<file path="src/rtl/cmp_pkg.sv">
// Shared types and helpers for the streaming comparator (cmp_stream_pipe).
// Result encoding is a 3-bit one-hot {lt, gt, eq}.
package cmp_pkg;

    typedef logic [2:0] cmp_res_t;

    localparam cmp_res_t CMP_LT   = 3'b100;
    localparam cmp_res_t CMP_GT   = 3'b010;
    localparam cmp_res_t CMP_EQ   = 3'b001;
    localparam cmp_res_t CMP_NONE = 3'b000;

    // Increment val, holding at the all-ones value of a w-bit counter.
    function automatic logic [31:0] sat_inc(input logic [31:0] val, input int unsigned w);
        logic [31:0] max_v;
        max_v = (w >= 32) ? '1 : ((32'd1 << w) - 32'd1);
        return (val >= max_v) ? max_v : val + 32'd1;
    endfunction

endpackage

</file>
<file path="src/rtl/cmp_stream_pipe_if.sv">
// Stream bus for cmp_stream_pipe: operand handshake in, result handshake out.
// The stats signals exist only when CMP_STATS_EN is defined.
interface cmp_stream_pipe_if #(
    parameter int unsigned WIDTH  = 8,
    parameter int unsigned STRK_W = 8
);
    logic              in_valid;
    logic              in_ready;
    logic [WIDTH-1:0]  a;
    logic [WIDTH-1:0]  b;
    logic              sgn;
    logic              out_valid;
    logic              out_ready;
    logic              lt;
    logic              gt;
    logic              eq;
    logic [STRK_W-1:0] streak;
`ifdef CMP_STATS_EN
    logic              stat_clr;
    logic [STRK_W-1:0] n_lt;
    logic [STRK_W-1:0] n_gt;
    logic [STRK_W-1:0] n_eq;
`endif

    modport master (
        output in_valid, a, b, sgn, out_ready,
        input  in_ready, out_valid, lt, gt, eq, streak
`ifdef CMP_STATS_EN
        , output stat_clr
        , input  n_lt, n_gt, n_eq
`endif
    );

    modport slave (
        input  in_valid, a, b, sgn, out_ready,
        output in_ready, out_valid, lt, gt, eq, streak
`ifdef CMP_STATS_EN
        , input  stat_clr
        , output n_lt, n_gt, n_eq
`endif
    );

endinterface

</file>
<file path="src/rtl/cmp_core.sv">
// Combinational magnitude compare of two WIDTH-bit operands.
// Signed mode flips both MSBs so an unsigned compare gives the two's-complement order.
module cmp_core
    import cmp_pkg::*;
#(
    parameter int unsigned WIDTH = 8
) (
    input  logic [WIDTH-1:0] a,
    input  logic [WIDTH-1:0] b,
    input  logic             sgn,
    output cmp_res_t         res
);

    logic [WIDTH-1:0] a_x;
    logic [WIDTH-1:0] b_x;

    // Bias operands for signed mode, then pick the one-hot result.
    always_comb begin
        a_x = a;
        b_x = b;
        if (sgn) begin
            a_x[WIDTH-1] = ~a[WIDTH-1];
            b_x[WIDTH-1] = ~b[WIDTH-1];
        end
        if (a_x < b_x) begin
            res = CMP_LT;
        end else if (a_x > b_x) begin
            res = CMP_GT;
        end else begin
            res = CMP_EQ;
        end
    end

endmodule

</file>
<file path="src/rtl/cmp_stream_pipe.sv">
// Two-stage streaming comparator: S1 holds the operand pair, S2 the one-hot
// result plus a saturating consecutive-equal streak. Whole pipe stalls together.
// Optional saturating result counters with clear are built when CMP_STATS_EN is defined.
module cmp_stream_pipe
    import cmp_pkg::*;
#(
    parameter int unsigned WIDTH  = 8,
    parameter int unsigned STRK_W = 8
) (
    input  logic       clk,
    input  logic       rst_n,
    cmp_stream_pipe_if.slave bus
);

    logic              s1_v_q, s1_v_d;
    logic [WIDTH-1:0]  a_q, a_d;
    logic [WIDTH-1:0]  b_q, b_d;
    logic              sgn_q, sgn_d;
    logic              s2_v_q, s2_v_d;
    cmp_res_t          res_q, res_d;
    logic [STRK_W-1:0] streak_q, streak_d;

    cmp_res_t          core_res;
    logic              s2_adv;
    logic              in_ready;
    logic              s2_load;

    cmp_core #(.WIDTH(WIDTH)) u_core (
        .a   (a_q),
        .b   (b_q),
        .sgn (sgn_q),
        .res (core_res)
    );

    // Handshake, stage advance and streak next-state.
    always_comb begin
        s2_adv   = !s2_v_q || bus.out_ready;
        in_ready = !s1_v_q || s2_adv;
        s2_load  = s2_adv && s1_v_q;

        s1_v_d   = s1_v_q;
        a_d      = a_q;
        b_d      = b_q;
        sgn_d    = sgn_q;
        s2_v_d   = s2_v_q;
        res_d    = res_q;
        streak_d = streak_q;

        if (s2_adv) begin
            s2_v_d = s1_v_q;
        end
        if (s2_load) begin
            res_d = core_res;
            if (core_res == CMP_EQ) begin
                streak_d = STRK_W'(sat_inc(32'(streak_q), STRK_W));
            end else begin
                streak_d = '0;
            end
        end
        if (in_ready) begin
            s1_v_d = bus.in_valid;
            if (bus.in_valid) begin
                a_d   = bus.a;
                b_d   = bus.b;
                sgn_d = bus.sgn;
            end
        end
    end

    // Pipeline registers.
    always_ff @(posedge clk or negedge rst_n) begin
        if (!rst_n) begin
            s1_v_q   <= 1'b0;
            a_q      <= '0;
            b_q      <= '0;
            sgn_q    <= 1'b0;
            s2_v_q   <= 1'b0;
            res_q    <= CMP_NONE;
            streak_q <= '0;
        end else begin
            s1_v_q   <= s1_v_d;
            a_q      <= a_d;
            b_q      <= b_d;
            sgn_q    <= sgn_d;
            s2_v_q   <= s2_v_d;
            res_q    <= res_d;
            streak_q <= streak_d;
        end
    end

    assign bus.in_ready  = in_ready;
    assign bus.out_valid = s2_v_q;
    assign bus.lt        = res_q[2];
    assign bus.gt        = res_q[1];
    assign bus.eq        = res_q[0];
    assign bus.streak    = streak_q;

`ifdef CMP_STATS_EN
    logic [STRK_W-1:0] n_lt_q, n_lt_d;
    logic [STRK_W-1:0] n_gt_q, n_gt_d;
    logic [STRK_W-1:0] n_eq_q, n_eq_d;

    // Result counters; a clear in the same cycle as a load drops that event.
    always_comb begin
        n_lt_d = n_lt_q;
        n_gt_d = n_gt_q;
        n_eq_d = n_eq_q;
        if (bus.stat_clr) begin
            n_lt_d = '0;
            n_gt_d = '0;
            n_eq_d = '0;
        end else if (s2_load) begin
            if (core_res == CMP_LT) n_lt_d = STRK_W'(sat_inc(32'(n_lt_q), STRK_W));
            if (core_res == CMP_GT) n_gt_d = STRK_W'(sat_inc(32'(n_gt_q), STRK_W));
            if (core_res == CMP_EQ) n_eq_d = STRK_W'(sat_inc(32'(n_eq_q), STRK_W));
        end
    end

    // Counter registers.
    always_ff @(posedge clk or negedge rst_n) begin
        if (!rst_n) begin
            n_lt_q <= '0;
            n_gt_q <= '0;
            n_eq_q <= '0;
        end else begin
            n_lt_q <= n_lt_d;
            n_gt_q <= n_gt_d;
            n_eq_q <= n_eq_d;
        end
    end

    assign bus.n_lt = n_lt_q;
    assign bus.n_gt = n_gt_q;
    assign bus.n_eq = n_eq_q;
`endif

endmodule
</file>
<file path="src/flat_wrapper.sv">
// flat-port wrapper written by rule: the top's interface ports become plain ports
module cmp_stream_pipe_flat import cmp_pkg::*;
#(
    parameter int unsigned WIDTH  = 8,
    parameter int unsigned STRK_W = 8
)
  (clk, rst_n, bus_in_valid, bus_a, bus_b, bus_sgn, bus_out_ready, bus_in_ready, bus_out_valid, bus_lt, bus_gt, bus_eq, bus_streak);
  cmp_stream_pipe_if #(.WIDTH(WIDTH), .STRK_W(STRK_W)) bus_i ();
  input  logic clk;
  input  logic rst_n;
  input wire logic [$bits(bus_i.in_valid)-1:0] bus_in_valid;
  input wire logic [$bits(bus_i.a)-1:0] bus_a;
  input wire logic [$bits(bus_i.b)-1:0] bus_b;
  input wire logic [$bits(bus_i.sgn)-1:0] bus_sgn;
  input wire logic [$bits(bus_i.out_ready)-1:0] bus_out_ready;
  output wire logic [$bits(bus_i.in_ready)-1:0] bus_in_ready;
  output wire logic [$bits(bus_i.out_valid)-1:0] bus_out_valid;
  output wire logic [$bits(bus_i.lt)-1:0] bus_lt;
  output wire logic [$bits(bus_i.gt)-1:0] bus_gt;
  output wire logic [$bits(bus_i.eq)-1:0] bus_eq;
  output wire logic [$bits(bus_i.streak)-1:0] bus_streak;
  assign bus_i.in_valid = bus_in_valid;
  assign bus_i.a = bus_a;
  assign bus_i.b = bus_b;
  assign bus_i.sgn = bus_sgn;
  assign bus_i.out_ready = bus_out_ready;
  assign bus_in_ready = bus_i.in_ready;
  assign bus_out_valid = bus_i.out_valid;
  assign bus_lt = bus_i.lt;
  assign bus_gt = bus_i.gt;
  assign bus_eq = bus_i.eq;
  assign bus_streak = bus_i.streak;
  cmp_stream_pipe #(.WIDTH(WIDTH), .STRK_W(STRK_W)) u_core (.clk(clk), .rst_n(rst_n), .bus(bus_i));
endmodule
</file>
<file path="config.mk">
export PLATFORM = sky130hd
export DESIGN_NAME = cmp_stream_pipe_flat
export DESIGN_NICKNAME = d
export VERILOG_FILES = /design/src/rtl/cmp_pkg.sv /design/src/rtl/cmp_stream_pipe_if.sv /design/src/rtl/cmp_core.sv /design/src/rtl/cmp_stream_pipe.sv /design/src/flat_wrapper.sv
export SDC_FILE = /design/constraint.sdc
export NUM_CORES = 1
export LEC_CHECK = 0
export BUFFER_PORTS_ARGS = -buffer_cell sky130_fd_sc_hd__buf_2
export CORE_ASPECT_RATIO = 0.6
export CORE_MARGIN = 2
export CORE_UTILIZATION = 53
export DETAILED_ROUTE_END_ITERATION = 8
export PLACE_DENSITY = 0.78
export SYNTH_ARGS = -nofsm -noshare
export SYNTH_HDL_FRONTEND = slang
export SYNTH_SLANG_ARGS = --single-unit
</file>
<file path="constraint.sdc">
create_clock -name clk -period 1.9 [get_ports clk]
set_clock_uncertainty 0.05 [all_clocks]
set_input_delay 0 -clock clk [delete_from_list [all_inputs] [get_ports clk]]
set_output_delay 0 -clock clk [all_outputs]
set_load 0.03 [all_outputs]
</file>
==> summary.txt <==
Synth
  • Commonest cells in the netlist: 30 x dfrtp_1, 17 x mux2_2, 14 x nand2_1, 11 x inv_1, 9 x o211ai_1
  • Synthesized area per cell: 11.3 um^2
  • Syn_nets: 170
  • Post-synthesis mux area share: 12.0%
  • Synth area leaders: dfrtp_1 47%, mux2_2 12%, ha_1 6.3%
  • Most used flip-flop cell after synthesis: dfrtp_1
  • Post-synth ARST share: 100%
  • Area fraction in and, or, nand and nor cells after synthesis: 16.7%
  • Yosys top cell area share: 47.2%
  • FF+latch count, synth: 30
  • Synth Area in XOR/XNOR: 0.551%
  • Yosys top cell by area: dfrtp_1
  • Synth Area in Compound Gates: 13.5%
  • Largest family of logic cells by synthesized area: simple AND/OR/NAND/NOR gates
  • Synthesized area: 1590 um^2
  • Post-synthesis adder-cell area fraction: 6.30%
  • Ys Warns: 0
  • Post-synthesis cell type count: 33
  • Most frequent cell after synthesis: dfrtp_1
  • Mapped Cells: 141
  • Sequential-to-total area share from yosys stat: 47.2%
  • Post-synth EDFFs: 0

Timing
  • Fin. Hold Viols: 0
  • Post-Route Hold Slack: 0.226 ns
  • F_max: 0.538 GHz
  • RSZ-0062 raised after global routing: yes
  • Slew headroom: 56.6%
  • Final min period: 1.86 ns
  • Final Max Tran Viols: 0
  • Slew @ Worst Pin: 0.652 ns
  • Setup violations, final: 0
  • Crit share post-route: 97.9%

Power and ir drop
  • Pwr per Cell Area: 795 nW/um^2
  • P_leak: 1.00 nW
  • Maximum VDD drop: 658 uV
  • Total Power: 1.72 mW

Worst setup path
  • Worst Path Max Fanout: 7
  • Worst EP arrival: 1.95 ns
  • Worst Path Buf+Inv: 2
  • Crit end category: flop
  • Worst EP required: 1.99 ns
  • Crit path cell chain: inv_1 > ha_1 > nor2b_1 > o211ai_1 > buf_4 > a21oi_4 > o21ai_4 > o221ai_1
  • Largest delay contributor family on the critical path: compound AO/OA/AOI/OAI gates
  • Crit path depth: 8
  • Crit path max-delay cell type: dfrtp_1
  • CP peak stage delay: 0.35 ns
  • FF-to-FF path depth: 8
  • Crit path kind: reg -> reg
  • Startpoint class of the critical path: flop
  • Worst R2R Setup Slack: 0.04 ns

Layout
  • Layout cells sized above 1: 37.7%
  • Number of fillers in the final layout: 187
  • Final non-filler cell total: 249
  • Post-layout util: 75.4%
  • Post-layout nets: 236
  • Area Overhead vs Synth: 36.3%
  • ANT cells: 0

Clocking
  • Skew-Pair Late Insertion Delay: 0.28 ns
  • Worst-path clk slew: 0.06 ns
  • CTS buffer count: 5
  • H-tree Lvls: 2
  • Root Driver: clkbuf_8
  • Deepest clock path buffer count: 2
  • CTS tree: yes
  • TritonCTS Sinks: 30

Placed design
  • Post-DP HPWL: 2470 um
  • Placed Cells: 215
  • RD Place Congestion: 0.867
  • PortBufs: 33

Die
  • Number of placement rows: 15
  • Die area: 3470 um^2
  • Die Span X: 74.7 um
  • Ports: 34
  • Starting density of the core: 55.3%
  • Core Footprint: 2870 um^2
  • Die extent in y: 46.4 um

GRT
  • Total grt overflow: 0
  • First-pass GRT wire length: 5740 um
  • Initial antenna violation count: 0
  • Largest net degree at the start of global routing: 31
  • Vias in the first global route: 1,278
  • Total track usage: 23.2%

Detailed routing
  • DR DRC count: 0
  • Vias per cell: 5.66
  • First-pass DRT Iterations: 5
  • DR WL/cell: 15.9 um
  • Final WL: 3970 um
  • Detail Route Antenna Nets: 0
  • Vias: 1,410
  • Initial detailed-routing violation count: 171

Min path
  • Hold crit path type: in -> async

Run
  • Max-Cap Viols: 0

Outcome
  • Status: finished clean
## per-stage QoR
stage / area [um^2] / setup slack [ns] / setup TNS [ns]
6_report: 2170 / 0.0401 / 0
5_1_grt: 2170 / -0.0580 / -0.255
4_1_cts: 2080 / 0.00223 / 0
3_5_place_dp: 1800 / 0.0124 / 0
3_3_place_gp: 1800 / 0.125 / 0
2_1_floorplan: 1590 / 0.00192 / 0
## cell families after synthesis
| logic type | after synthesis |
|---|---|
| buffers and inverters | 13 |
| adder cells (fa/ha/maj) | 8 |
| flip-flops | 30 |
| multiplexers | 17 |
| AO/OA/AOI/OAI | 25 |
| XOR/XNOR | 1 |
| AND/OR/NAND/NOR | 47 |
## where the power goes
part	total [mW]	switching, mW	internal, mW
clock network	0.474	0.222	0.251
registers	0.763	0.0516	0.711
logic	0.486	0.267	0.219
## repair_timing
| action | 4_1_cts | 5_1_grt |
|---|---|---|
| hold endpoints to repair | 49 | 0 |
| buffers inserted | 0 | 5 |
| hold buffers | 20 | 0 |
| endpoints found under the setup margin | 0 | 9 |
| resized for setup | 0 | 7 |
## flip-flops by register name, indices dropped and copies added, names as in the netlist
| signal | cells |
|---|---|
| u_core.bus.out_valid | 1 |
| u_core.s1_v_q | 1 |
| u_core.bus.streak | 8 |
| u_core.res_q | 3 |
| u_core.a_q | 8 |
| u_core.sgn_q | 1 |
| u_core.b_q | 8 |
## final timing paths
kind                                      start                    to
worst max-delay path              u_core.b_q[1]  u_core.bus.streak[5]
worst min register to register  u_core.res_q[2]       u_core.res_q[2]
worst min-delay path                      rst_n  u_core.bus.streak[1]
min in group clk                u_core.res_q[2]       u_core.res_q[2]
max in group asynchronous                 rst_n  u_core.bus.streak[0]
worst max register to register    u_core.b_q[1]  u_core.bus.streak[5]
## worst register-to-register path, cell delays in order (launching register included)
cell and delay [ns]:
dfrtp_1 0.35, inv_1 0.05, ha_1 0.30, nor2b_1 0.14, o211ai_1 0.18, buf_4 0.17
a21oi_4 0.09, o21ai_4 0.24, o221ai_1 0.15
## per-layer routing
layer  part of all wire (%)  track usage [%]  wire (um)
met1                     41             30.3       1630
met5                      0                0          0
met3                    9.1             5.91        363
met2                     47             37.5       1880
met4                    2.5             9.29         98
## cells in the final DEF (no fill, tap or decap), drive strengths merged
| master | instances |
|---|---|
| xnor2 | 1 |
| o211ai | 9 |
| nand2b | 5 |
| ha | 8 |
| clkbuf | 7 |
| dlygate4sd3 | 20 |
| o21ai | 5 |
| nand2 | 14 |
| nor2b | 3 |
| nor4 | 1 |
| a21oi | 4 |
| or2 | 1 |
| and3 | 2 |
| a21o | 2 |
| and2b | 2 |
| o311ai | 3 |
| dfrtp | 30 |
| nand3b | 1 |
| and2 | 3 |
| buf | 39 |
| mux2 | 17 |
| nor2 | 3 |
| nor3 | 4 |
| o221ai | 3 |
| inv | 11 |
| or3 | 1 |
| nand3 | 4 |
| a22oi | 1 |
| nand4 | 3 |
## cell type report
type                    instances  area (um^2)  share of cell area, %
clock buffers                   7         76.3                   3.52
multi-input cells             100          833                   38.5
repair buffers                 59          410                   18.9
flip-flops and latches         30          752                   34.7
inverters                      11         41.3                   1.91
well taps                      42         52.6                   2.43
Note: power is estimated with default switching activity, not from simulation.
